===== config.mk =====
export PLATFORM = sky130hd
export DESIGN_NAME = watch_time_core_flat
export DESIGN_NICKNAME = d
export VERILOG_FILES = /design/src/rtl/watch_time_core_if.sv /design/src/rtl/watch_time_core.sv /design/src/flat_wrapper.sv
export SDC_FILE = /design/constraint.sdc
export NUM_CORES = 1
export LEC_CHECK = 0
export ABC_AREA = 1
export ABC_CLOCK_PERIOD_IN_PS = 2790
export CAP_MARGIN = 20
export CORE_MARGIN = 2
export CORE_UTILIZATION = 57
export DETAILED_ROUTE_END_ITERATION = 8
export PLACE_DENSITY = 0.94
export SLEW_MARGIN = 20
export SYNTH_ARGS = -nofsm -noshare
export SYNTH_HDL_FRONTEND = slang
export SYNTH_SLANG_ARGS = --single-unit

===== constraint.sdc =====
create_clock -name clk -period 2.79 [get_ports clk]
set_clock_uncertainty 0.15 [all_clocks]
set_input_delay 0.4185 -clock clk [delete_from_list [all_inputs] [get_ports clk]]
set_output_delay 0.4185 -clock clk [all_outputs]
set_load 0.01 [all_outputs]

===== src/rtl/watch_time_core_if.sv =====
// watch_time_core_if: time-set valid/ready request channel with its rejection pulse
//   master drives set_valid/set_hour/set_min/set_sec; slave answers set_ready/set_err
interface watch_time_core_if;
  logic       set_valid;
  logic       set_ready;
  logic [4:0] set_hour;
  logic [5:0] set_min;
  logic [5:0] set_sec;
  logic       set_err;
  modport master (output set_valid, set_hour, set_min, set_sec, input set_ready, set_err);
  modport slave  (input set_valid, set_hour, set_min, set_sec, output set_ready, set_err);
endinterface


===== src/rtl/watch_time_core.sv =====
// watch_time_core: synchronises the divided clock into ticks and counts them into hh:mm:ss
//   clk, rst (async active-low), clk_div_in (async divided clock), run (count enable level),
//   clear (sync zeroing), set_if (time-set handshake, set_err on out-of-range request),
//   hour/min/sec (current time), sec_pulse/day_pulse (one-cycle increment/midnight pulses)
module watch_time_core #(
  parameter int TICKS_PER_SEC = 100,
  parameter int HOURS_PER_DAY = 24
) (
  input  logic             clk,
  input  logic             rst,
  input  logic             clk_div_in,
  input  logic             run,
  input  logic             clear,
  watch_time_core_if.slave set_if,
  output logic [4:0]       hour,
  output logic [5:0]       min,
  output logic [5:0]       sec,
  output logic             sec_pulse,
  output logic             day_pulse
);
  localparam int FW = $clog2(TICKS_PER_SEC);
  typedef enum logic [1:0] {STOP, RUN, LOAD} state_t;
  state_t state, state_n;
  logic s1, s2, prev, tick;
  logic [FW-1:0] frac;
  logic [4:0] ld_hour;
  logic [5:0] ld_min, ld_sec;
  logic accept, in_range, count, last_frac, sec_wrap, min_wrap, hour_wrap;
  always_comb begin
    accept           = set_if.set_valid & set_if.set_ready;
    state_n          = accept ? LOAD : (run ? RUN : STOP);
    in_range         = ({1'b0, ld_hour} < 6'(HOURS_PER_DAY)) && (ld_min < 6'd60) && (ld_sec < 6'd60);
    set_if.set_err   = (state == LOAD) && !in_range;
    count            = (state == RUN) && tick && !clear;
    last_frac        = frac == FW'(TICKS_PER_SEC - 1);
    sec_wrap         = sec == 6'd59;
    min_wrap         = min == 6'd59;
    hour_wrap        = hour == 5'(HOURS_PER_DAY - 1);
  end
  always_ff @(posedge clk or negedge rst)
    if (!rst) state <= STOP;
    else      state <= state_n;
  // tick is registered after the edge detector, giving a 4-cycle edge-to-display latency
  always_ff @(posedge clk or negedge rst) begin
    if (!rst) begin
      {s1, s2, prev, tick} <= '0;
      frac                 <= '0;
      hour                 <= '0;
      min                  <= '0;
      sec                  <= '0;
      ld_hour              <= '0;
      ld_min               <= '0;
      ld_sec               <= '0;
      set_if.set_ready     <= 1'b0;
      sec_pulse            <= 1'b0;
      day_pulse            <= 1'b0;
    end else begin
      s1               <= clk_div_in;
      s2               <= s1;
      prev             <= s2;
      tick             <= s2 & ~prev;
      set_if.set_ready <= state_n != LOAD;
      sec_pulse        <= count && last_frac;
      day_pulse        <= count && last_frac && sec_wrap && min_wrap && hour_wrap;
      if (accept) begin
        ld_hour <= set_if.set_hour;
        ld_min  <= set_if.set_min;
        ld_sec  <= set_if.set_sec;
      end
      if (clear) begin
        {hour, min, sec} <= '0;
        frac             <= '0;
      end else if (state == LOAD) begin
        if (in_range) begin
          hour <= ld_hour;
          min  <= ld_min;
          sec  <= ld_sec;
          frac <= '0;
        end
      end else if (count) begin
        frac <= last_frac ? '0 : frac + 1'b1;
        if (last_frac) begin
          sec <= sec_wrap ? '0 : sec + 6'd1;
          if (sec_wrap) begin
            min <= min_wrap ? '0 : min + 6'd1;
            if (min_wrap) hour <= hour_wrap ? '0 : hour + 5'd1;
          end
        end
      end
    end
  end
endmodule


===== src/flat_wrapper.sv =====
// flat-port wrapper written by rule: the top's interface ports become plain ports
module watch_time_core_flat 
#(
  parameter int TICKS_PER_SEC = 100,
  parameter int HOURS_PER_DAY = 24
)
  (clk, rst, clk_div_in, run, clear, hour, min, sec, sec_pulse, day_pulse, set_if_set_valid, set_if_set_hour, set_if_set_min, set_if_set_sec, set_if_set_ready, set_if_set_err);
  watch_time_core_if set_if_i ();
  input  logic clk;
  input  logic rst;
  input  logic clk_div_in;
  input  logic run;
  input  logic clear;
  output logic [4:0] hour;
  output logic [5:0] min;
  output logic [5:0] sec;
  output logic sec_pulse;
  output logic day_pulse;
  input wire logic [$bits(set_if_i.set_valid)-1:0] set_if_set_valid;
  input wire logic [$bits(set_if_i.set_hour)-1:0] set_if_set_hour;
  input wire logic [$bits(set_if_i.set_min)-1:0] set_if_set_min;
  input wire logic [$bits(set_if_i.set_sec)-1:0] set_if_set_sec;
  output wire logic [$bits(set_if_i.set_ready)-1:0] set_if_set_ready;
  output wire logic [$bits(set_if_i.set_err)-1:0] set_if_set_err;
  assign set_if_i.set_valid = set_if_set_valid;
  assign set_if_i.set_hour = set_if_set_hour;
  assign set_if_i.set_min = set_if_set_min;
  assign set_if_i.set_sec = set_if_set_sec;
  assign set_if_set_ready = set_if_i.set_ready;
  assign set_if_set_err = set_if_i.set_err;
  watch_time_core #(.TICKS_PER_SEC(TICKS_PER_SEC), .HOURS_PER_DAY(HOURS_PER_DAY)) u_core (.clk(clk), .rst(rst), .clk_div_in(clk_div_in), .run(run), .clear(clear), .set_if(set_if_i), .hour(hour), .min(min), .sec(sec), .sec_pulse(sec_pulse), .day_pulse(day_pulse));
endmodule

* Word level (Yosys, flattened, before mapping)
Index checks and enable logic that the tools add are counted.
** Operators by class
- $add $sub $neg :: 4
- $lt $le $gt $ge :: 3
- Equal/unequal tests :: 8
- Muxes and demuxes :: 28
- Bitwise gates (word level) :: 3
- Reductions and logical operators :: 19
** Operator list (count)
- two-way mux 6 bit :: 13
- two-way mux 5 bit :: 8
- two-way mux 7 bit :: 5
- adder 6 x 1 -> 6 bit (second input constant) :: 2
- equality test 6 bit (second input constant) :: 2
- < comparator 6 bit (second input constant) :: 2
- nonzero test 3 bit :: 4
- logical AND 1 bit :: 9
- adder 7 x 1 -> 7 bit (second input constant) :: 1
- equality test 7 bit (second input constant) :: 1
- adder 5 x 1 -> 5 bit (second input constant) :: 1
- equality test 5 bit (second input constant) :: 1
- < comparator 5 bit (second input constant) :: 1
- AND reduction 5 bit :: 1
- AND reduction 4 bit :: 1
- != test 3 x 2 -> 1 bit (second input constant) :: 1
- AND reduction 3 bit :: 1
- bitwise AND 1 bit :: 2
- equality test 2 x 1 -> 1 bit (second input constant) :: 1
- equality test 2 bit (second input constant) :: 1
- logical NOT 1 bit :: 2
- two-way mux 2 bit :: 1
- != test 2 bit (second input constant) :: 1
- AND reduction 2 bit :: 1
- other kinds (2) :: 2
** Word-level totals
- Flip-flop bits (word level) :: 50
- Input bits :: 23
- Output and inout bits :: 21
- Word-level logic and storage cells :: 80

* Logic depth before layout (Yosys ltp)
Gate-level depths: netlist of run 1.
- Depth in word-level cells :: 8
- Gate-level depth with buffers :: 10
- Gate-level depth less buffers :: 10

* Least setup slack after synthesis of run 1
OpenSTA, ideal clock, no wires.
- Path kind :: register -> register
- Start :: register u_core.sec[0]
- End :: register u_core.hour[0]
- Library setup time :: 0.118 ns
- Arrival time :: 1.342 ns
- Required time :: 2.522 ns
- Setup slack :: 1.180 ns
- Cell stages (with the launch flop) :: 9
- Path buffers :: 0
- Path through :: dfrtp_1 ha_1 nand3_1 nor2_1 nand2_1 nand2_1 nand4_1 nand2_1 nand2_1
** Between the ends
- Cells in the longest elaborated chain, start to end :: 3
** RTL lines
- start: declaration :: RTL line watch_time_core.sv:17 : output logic [5:0] sec,
- start signal: assignment :: RTL line watch_time_core.sv:77 : sec <= ld_sec;
- start signal: assignment :: RTL line watch_time_core.sv:83 : sec <= sec_wrap ? '0 : sec + 6'd1;
- equality test 6 bit :: RTL line watch_time_core.sv:36 : sec_wrap = sec == 6'd59;
- nonzero test 3 bit (no source line)
- AND reduction 5 bit (no source line)
- end signal: assignment :: RTL line watch_time_core.sv:75 : hour <= ld_hour;
- end signal: assignment :: RTL line watch_time_core.sv:86 : if (min_wrap) hour <= hour_wrap ? '0 : hour + 5'd1;
- end: declaration :: RTL line watch_time_core.sv:15 : output logic [4:0] hour,
No other way between the ends.
A chain may end at the register's enable or synchronous reset.

* Final worst setup path of run 1
- Start :: register u_core.state[0]
- End :: output set_if_set_err
** Between the ends
- Cells in the longest elaborated chain, start to end :: 2
** RTL lines
- start: declaration :: RTL line watch_time_core.sv:23 : state_t state, state_n;
- start signal: assignment :: RTL line watch_time_core.sv:42 : else state <= state_n;
- equality test 2 bit :: RTL line watch_time_core.sv:33 : set_if.set_err = (state == LOAD) && !in_range;
- logical AND 1 bit :: RTL line watch_time_core.sv:33
- end: declaration :: RTL line flat_wrapper.sv:24 : output wire logic [$bits(set_if_i.set_err)-1:0] set_if_set_err;
No other way between the ends.

==> metrics.log, run 1 <==
[metrics] via count: approximately 2.3k
[metrics] placed instance count: between 400 and 500
[metrics] net count after synthesis: between 300 and 400
[metrics] global-route wire length before repair: approximately 9.9 mm
[metrics] crit start category: register
[metrics] number of gates resized after cts: 0
[metrics] buffers plus inverters on the worst setup path: 2
[metrics] RSZ-0062 raised after global routing: false
[metrics] average instance area after synthesis: 7.82 sq um
[metrics] max frequency: ~0.45 GHz
[metrics] slew at the pin with the worst max-slew slack: around 0.61 ns
[metrics] area added between synthesis and finish: 23.4%
[metrics] library cell with the largest summed area after synthesis: sky130_fd_sc_hd__dfrtp_1
[metrics] number of design-rule violations left by the first detailed-router iteration: 238
[metrics] wirelength, routed: a little under 6 mm
[metrics] max_slew headroom: roughly three fifths
[metrics] clock-pin slew on the worst setup and hold paths: 0.10 ns
[metrics] result of the run: finished, final reports clean
[metrics] post-detailed-route wirelength per cell: ~14 microns
[metrics] Remaining Overflow, GRT: 0
[metrics] Worst Setup Slack post-DPL: approximately 0.58 ns
[metrics] HPWL Detailed: between 4 and 5 mm
[metrics] Power per Cell Area: 603 nW/um^2
[metrics] Crit Path Class: register to output pin
[metrics] highest-count cells in the layout ignoring fill and taps: sky130_fd_sc_hd__nand2_1 (153), sky130_fd_sc_hd__dfrtp_1 (50), sky130_fd_sc_hd__clkdlybuf4s50_1 (42), sky130_fd_sc_hd__o21ai_0 (19)
[metrics] largest fanout of any net on the critical path: 7
[metrics] critical path depth in cells: 4
[metrics] post-synth top area share: between 40% and 50%
[metrics] overall global routing resource usage: approximately a quarter
[metrics] Antenna Cells: 0
[metrics] First-pass DRT Iterations: 4
[metrics] Final period util: about four fifths
[metrics] crit end category: output pin
[metrics] sequence of cells on the critical path: inv_1 > nand2_4 > a31oi_1 > clkdlybuf4s50_1
[metrics] Worst R2R Path Depth: 8
[metrics] maximum number of pins on one net before global-route repair: 51
[metrics] sum of internal, switching and leakage power: ~1.9 mW
[metrics] share of the yosys chip area belonging to registers: between 40% and 50%
[metrics] antenna violations before repair: 0
[metrics] Syn Std Cell Area: ~2600 sq um
[metrics] number of endpoints failing setup at the final stage: 0
[metrics] Worst VDD drop: 472 uV
[metrics] Vias/cell: between 5 and 6
[metrics] adder-cell area share of the yosys netlist: around 1.9%
[metrics] largest family of logic cells by synthesized area: simple AND/OR/NAND/NOR gates
[metrics] Syn. warnings: 0
[metrics] Largest stage delay, worst path: 0.57 ns
[metrics] Worst Path Arrival: 1.68 ns
[metrics] Antenna Nets Post-Route: 0
[metrics] cell chosen for the clock root: sky130_fd_sc_hd__clkbuf_8
[metrics] final non-filler cell total: between 400 and 500
[metrics] multiplexer fraction of the synthesized cell area: 0%
[metrics] initial core utilization: 59.2%
[metrics] post-route cell area: ~3200 sq um
[metrics] leading cell type in the layout, fill and taps excluded: sky130_fd_sc_hd__nand2_1
[metrics] # IOs: 44
[metrics] total of flip-flops plus latches after synthesis: 50
[metrics] number of sinks on the clock net: 50
[metrics] number of hold buffers added after cts: 0
[metrics] width of the die: slightly above 70 microns
[metrics] xor and xnor area share after synthesis: under 10%
[metrics] Core ar.: about 4400 sq um
[metrics] Crit path max-delay family: buffers and inverters
[metrics] number of placement rows: 24
[metrics] cells after synthesis: 332
[metrics] final-report max-slew violation count: 0
[metrics] post-detailed-placement cell area: around 3100 sq um
[metrics] port buffer count: 43
[metrics] vias in the first global route: roughly 2.2k
[metrics] Hold WC Path Type: input port to async pin
[metrics] ratio of cells with drive above 1 in the final layout: 7.39%
[metrics] remaining routing DRC violations: 0
[metrics] Clock Latency Late Sink: 0.31 ns
[metrics] count of cell types in the netlist: 28
[metrics] setup TNS: 0 ns
[metrics] data required time of the worst path: roughly 2.2 ns
[metrics] Die Area: between 5000 and 6000 sq um
[metrics] TritonCTS clock tree: yes
[metrics] number of H-tree branching levels: 2
[metrics] MaxCap Viol Count: 0
[metrics] time the worst path needs with I/O delays and setup: between 2 and 2.5 ns
[metrics] vertical die dimension: 71.5 microns
[metrics] gp weighted congestion: between 0.8 and 0.9
[metrics] Synth Area in Compound Gates: between 6 and 7%
[metrics] leakage power of the design: 1.57 nW
[metrics] maximum clock insertion buffer count: 2
[metrics] Final Hold Vio Count: 0
[metrics] leading cell types by total area after synthesis: sky130_fd_sc_hd__dfrtp_1 (48%), sky130_fd_sc_hd__nand2_1 (22%), sky130_fd_sc_hd__o21ai_0 (3.7%)
[metrics] TritonCTS Buffers: 5
[metrics] net count of the finished layout: between 400 and 500
[metrics] final worst slack: 0.546 ns
[metrics] standard cell with the maximum stage delay on the critical path: sky130_fd_sc_hd__clkdlybuf4s50_1
[metrics] post-CTS setup buffer count: 0
[metrics] fraction of the mapped netlist area in simple logic gates: a little over a third
## synth_stat cells, drive strengths merged
| master | instances |
|---|---|
| nand2 | 161 |
| dfrtp | 50 |
| inv | 22 |
| nor2 | 21 |
| o21ai | 20 |
| nand3 | 16 |
| nand4 | 14 |
| xor2 | 5 |
| buf | 4 |
| ha | 4 |
| xnor2 | 3 |
| a22o | 2 |
| clkbuf | 2 |
| o21bai | 2 |
| a21oi | 1 |
| a31oi | 1 |
| clkinv | 1 |
| nor3 | 1 |
| nor4 | 1 |
| o211ai | 1 |
## per-stage QoR
stage	util, %	hold WS [ns]
after floorplan	-	-0.0271
after global placement	69.9	0.183
after detailed placement	69.9	0.188
after CTS	73.1	0.0726
after global routing	73.1	0.102
final	73.1	0.0427
## where the power goes
group          total, mW  switching [mW]  internal, mW
Clock              0.629           0.246         0.382
Sequential         0.907          0.0994         0.808
Combinational      0.397           0.206         0.190
Total               1.93           0.552          1.38
## final timing paths
check                                           start                            to  slack [ns]
setup reg to reg           u_core.frac[1]$_DFFE_PN0P_    u_core.hour[1]$_DFFE_PN0P_        0.89
hold reg to reg                   u_core.s1$_DFF_PN0_           u_core.s2$_DFF_PN0_        0.21
min in group clk                  u_core.s1$_DFF_PN0_           u_core.s2$_DFF_PN0_        0.21
setup / recovery            u_core.state[0]$_DFF_PN0_                set_if_set_err        0.55
max in group asynchronous                         rst  u_core.ld_sec[2]$_DFFE_PN0P_        2.03
hold / removal                                    rst    u_core.frac[4]$_DFFE_PN0P_        0.04
## logic make-up (layout without fill, tap and decap cells)
group	Yosys count	in the layout
buf+inv	29	76
flops	50	50
compound gates	27	27
simple gates	214	214
xor+xnor	8	8
fa+ha+maj	4	4
## metal layers
| metal | vias up | routed length [microns] | global-route usage, % |
|---|---|---|---|
| met4 | 0 | 104 | 9.64 |
| met3 | 8 | 313 | 4.78 |
| met1 | 1066 | 2480 | 31.8 |
| met5 | - | 0 | 0 |
| li1 | 1151 | - | - |
| met2 | 75 | 3020 | 41.5 |
## registers in the layout (all words and copies together) (netlist names)
| name | flops |
|---|---|
| u_core.state | 2 |
| u_core.frac | 7 |
| u_core.sec_pulse | 1 |
| u_core.ld_sec | 6 |
| u_core.s2 | 1 |
| u_core.prev | 1 |
| u_core.set_if.set_ready | 1 |
| u_core.tick | 1 |
| u_core.s1 | 1 |
| u_core.ld_min | 6 |
| u_core.day_pulse | 1 |
| u_core.hour | 5 |
| u_core.ld_hour | 5 |
| u_core.sec | 6 |
| u_core.min | 6 |
## worst reg2reg max path, cell delays in order (launching register included)
cell and delay [ns]:
sky130_fd_sc_hd__dfrtp_1 0.41, sky130_fd_sc_hd__ha_1 0.26, sky130_fd_sc_hd__nand2_1 0.07, sky130_fd_sc_hd__nor2_1 0.16, sky130_fd_sc_hd__nand2_2 0.17, sky130_fd_sc_hd__nand2_8 0.14, sky130_fd_sc_hd__nand4_1 0.23, sky130_fd_sc_hd__nand2_1 0.13
sky130_fd_sc_hd__nand2_1 0.06
## layout make-up
type / count / area (sq um)
flip-flops and latches: 50 / 1250
multi-input cells: 253 / 1220
fillers: 311 / 1180
repair buffers: 45 / 440
inverters: 23 / 88.8
clock buffers: 6 / 82.6
well taps: 52 / 65.1
clock inverters: 2 / 60.1
Power figures use the tool's default switching activity.
==> run 2, diff against run 1 <==
ABC_CLOCK_PERIOD_IN_PS = 1950   (was 2790)
CORE_UTILIZATION = 48   (was 57)
PLACE_DENSITY = 0.85   (was 0.94)
clock period = 1.95 ns   (was 2.79 ns; I/O delays follow)
==> run 2 against run 1 <==
  * Die area is 18% higher
  * Critical path depth up 1
  * Combinational power rose by 50%
  * Utilization fell by 9.3 points
  * Setup slack got worse by 0.45 ns
  * Cell count rose by 7.0%
  * Register-to-register slack got worse by 0.75 ns
  * Critical endpoint unchanged
  * Worst hold slack better by 0.17 ns
==> metrics.log, run 2 (synthesis results as in run 1) <==
[metrics] post-route cell area: roughly 3300 sq um
[metrics] Clock Power Share: between 20% and 30%
[metrics] HPWL Detailed: approximately 4.4 mm
[metrics] Vias/cell: between 5 and 6
[metrics] sequence of cells on the critical path: nand2_1 > inv_1 > nand2_1 > a31oi_1 > dlygate4sd2_1
[metrics] MaxCap Viol Count: 0
[metrics] highest-count cells in the layout ignoring fill and taps: sky130_fd_sc_hd__nand2_1 (153), sky130_fd_sc_hd__dfrtp_1 (50), sky130_fd_sc_hd__clkdlybuf4s50_1 (41)
[metrics] ratio of cells with drive above 1 in the final layout: roughly a tenth
[metrics] Crit path max-delay family: flip-flops
[metrics] time the worst path needs with I/O delays and setup: between 1.5 and 2 ns
[metrics] slew at the pin with the worst max-slew slack: between 0.5 and 0.6 ns
[metrics] leading cell type in the layout, fill and taps excluded: sky130_fd_sc_hd__nand2_1
[metrics] register with the most flip-flops: u_core.frac
[metrics] Worst Hold Path Cells: 0
[metrics] Remaining Overflow, GRT: 0
[metrics] Clock Latency Late Sink: around 0.31 ns
[metrics] post-detailed-placement cell area: 3170 sq um
[metrics] top routing layer in use: met4
[metrics] crit start category: register
[metrics] M1 wire length: about 2.7 mm
[metrics] utilization after layout: a little under two thirds
[metrics] TritonCTS Buffers: 5
[metrics] most common cell type on the critical path: sky130_fd_sc_hd__nand2_1
[metrics] Worst Setup Slack post-DPL: -0.104 ns
[metrics] Worst Path Arrival: roughly 1.4 ns
[metrics] result of the run: finished, final reports clean
[metrics] largest fanout of any net on the critical path: 3
[metrics] Antenna Nets Post-Route: 0
[metrics] max_slew headroom: roughly 66%
[metrics] number of design-rule violations left by the first detailed-router iteration: 145
[metrics] Final period util: between 90 and 100%
[metrics] standard cell with the maximum stage delay on the critical path: sky130_fd_sc_hd__dfrtp_1
[metrics] switching power: approximately 800 uW
[metrics] number of sinks on the clock net: 50
[metrics] TritonCTS clock tree: yes
[metrics] First-pass DRT Iterations: 4
[metrics] post-detailed-route wirelength per cell: 13.1 microns
[metrics] RSZ-0062 raised after global routing: true
[metrics] Internal Power: around 1.8 mW
[metrics] net count of the finished layout: ~420
[metrics] power share of the combinational group: approximately 23%
[metrics] sum of internal, switching and leakage power: approximately 2.6 mW
[metrics] cell chosen for the clock root: sky130_fd_sc_hd__clkbuf_8
[metrics] Met2 Wirelength: ~3.0 mm
[metrics] leakage power of the design: 1.62 nW
[metrics] number of fill cells: between 400 and 500
[metrics] area added between synthesis and finish: 27.1%
[metrics] Largest register FFs: 7
[metrics] global-route wire length before repair: between 10 and 15 mm
[metrics] # IOs: 44
[metrics] Antenna Cells: 0
[metrics] final-report max-slew violation count: 0
[metrics] met3 wirelength from detailed routing: 239 microns
[metrics] via count: about 2.4k
[metrics] power share of the sequential group: roughly 49%
[metrics] remaining routing DRC violations: 0
[metrics] number of endpoints failing setup at the final stage: 0
[metrics] max frequency: ~0.54 GHz
[metrics] vertical die dimension: ~78 microns
[metrics] number of placement rows: 26
[metrics] vias in the first global route: roughly 2.4k
[metrics] port buffer count: between 40 and 50
[metrics] maximum clock insertion buffer count: 2
[metrics] Crit Path Class: register to output pin
[metrics] critical path depth in cells: 5
[metrics] Die Area: roughly 6000 sq um
[metrics] Largest stage delay, worst path: roughly 0.4 ns
[metrics] Worst VDD drop: around 400 uV
[metrics] number of H-tree branching levels: 2
[metrics] buffers plus inverters on the worst setup path: 2
[metrics] Worst R2R Path Depth: 8
[metrics] Core ar.: slightly above 5000 sq um
[metrics] maximum number of pins on one net before global-route repair: 30
[metrics] wirelength, routed: ~6 mm
[metrics] crit end category: output pin
[metrics] clock-pin slew on the worst setup and hold paths: around 0.10 ns
[metrics] width of the die: 77.6 microns
[metrics] final worst slack: between 0.09 and 0.1 ns
[metrics] Final Hold Vio Count: 0
[metrics] antenna violations before repair: 0
[metrics] data required time of the worst path: approximately 1.5 ns
[metrics] initial core utilization: roughly half
[metrics] Hold WC Path Type: register to register
[metrics] overall global routing resource usage: between 20% and 30%
[metrics] Switching Share: roughly 30%
[metrics] Power per Cell Area: 797 nW/um^2
[metrics] gp weighted congestion: approximately 0.90
## run 2: power groups by stage
stage | sequential (mW) | clock, mW | combinational [mW]
2_1_floorplan | 1.30 | 0 | 0.299
3_3_place_gp | 1.31 | 0 | 0.565
3_5_place_dp | 1.31 | 0 | 0.587
4_1_cts | 1.29 | 0.743 | 0.596
5_1_grt | 1.32 | 0.776 | 0.665
6_report | 1.30 | 0.735 | 0.597
## run 2: worst register-to-register path, stage by stage, from the launching register on
cell and delay, ns:
sky130_fd_sc_hd__dfrtp_1 0.41, sky130_fd_sc_hd__ha_2 0.25, sky130_fd_sc_hd__nand2_1 0.07, sky130_fd_sc_hd__nor2_1 0.13
sky130_fd_sc_hd__nand2_2 0.14, sky130_fd_sc_hd__nand2_8 0.13, sky130_fd_sc_hd__nand4_1 0.22, sky130_fd_sc_hd__nand2_1 0.14
sky130_fd_sc_hd__nand2_1 0.06
## run 2: repair_timing
item	CTS	global route
endpoints found under the setup margin	1	9
hold endpoints to repair	21	0
gates resized for setup	1	2
setup buffers	0	1
hold buffers	1	0
pin swaps	0	1
gates cloned	0	0
## run 2: worst paths after layout
| kind | to | start | slack, ns |
|---|---|---|---|
| worst max-delay path | set_if_set_err | u_core.ld_min[2]$_DFFE_PN0P_ | 0.09 |
| worst min register to register | u_core.s2$_DFF_PN0_ | u_core.s1$_DFF_PN0_ | 0.21 |
| min in group asynchronous | u_core.frac[3]$_DFFE_PN0P_ | rst | 0.32 |
| worst max register to register | u_core.min[0]$_DFFE_PN0P_ | u_core.frac[1]$_DFFE_PN0P_ | 0.14 |
| worst min-delay path | u_core.s2$_DFF_PN0_ | u_core.s1$_DFF_PN0_ | 0.21 |
| max in group asynchronous | u_core.ld_min[5]$_DFFE_PN0P_ | rst | 0.80 |
## run 2: layout make-up
class	instances	area [sq um]	share of cell area, %
inverter	23	88.8	2.69
tap	70	87.6	2.65
sequential	50	1250	37.9
clock inverter	3	40.0	1.21
multi-input combinational	253	1220	37.0
clock buffer	5	68.8	2.08
timing repair buffer	57	544	16.5
## run 2: per-stage QoR
stage               setup TNS, ns  instances  hold slack (ns)
floorplan                       0        332           -0.153
global placement           -0.304        451            0.137
detailed placement          -1.16        451            0.151
CTS                             0        460            0.209
global route             -0.00199        461            0.229
finish                          0        461            0.209
## run 2: layer usage
layer / up-vias / global-route usage, %
met4: 0 / 7.86
met1: 1135 / 26.5
met3: 10 / 3.49
li1: 1171 / -
met5: - / 0
met2: 72 / 38.9
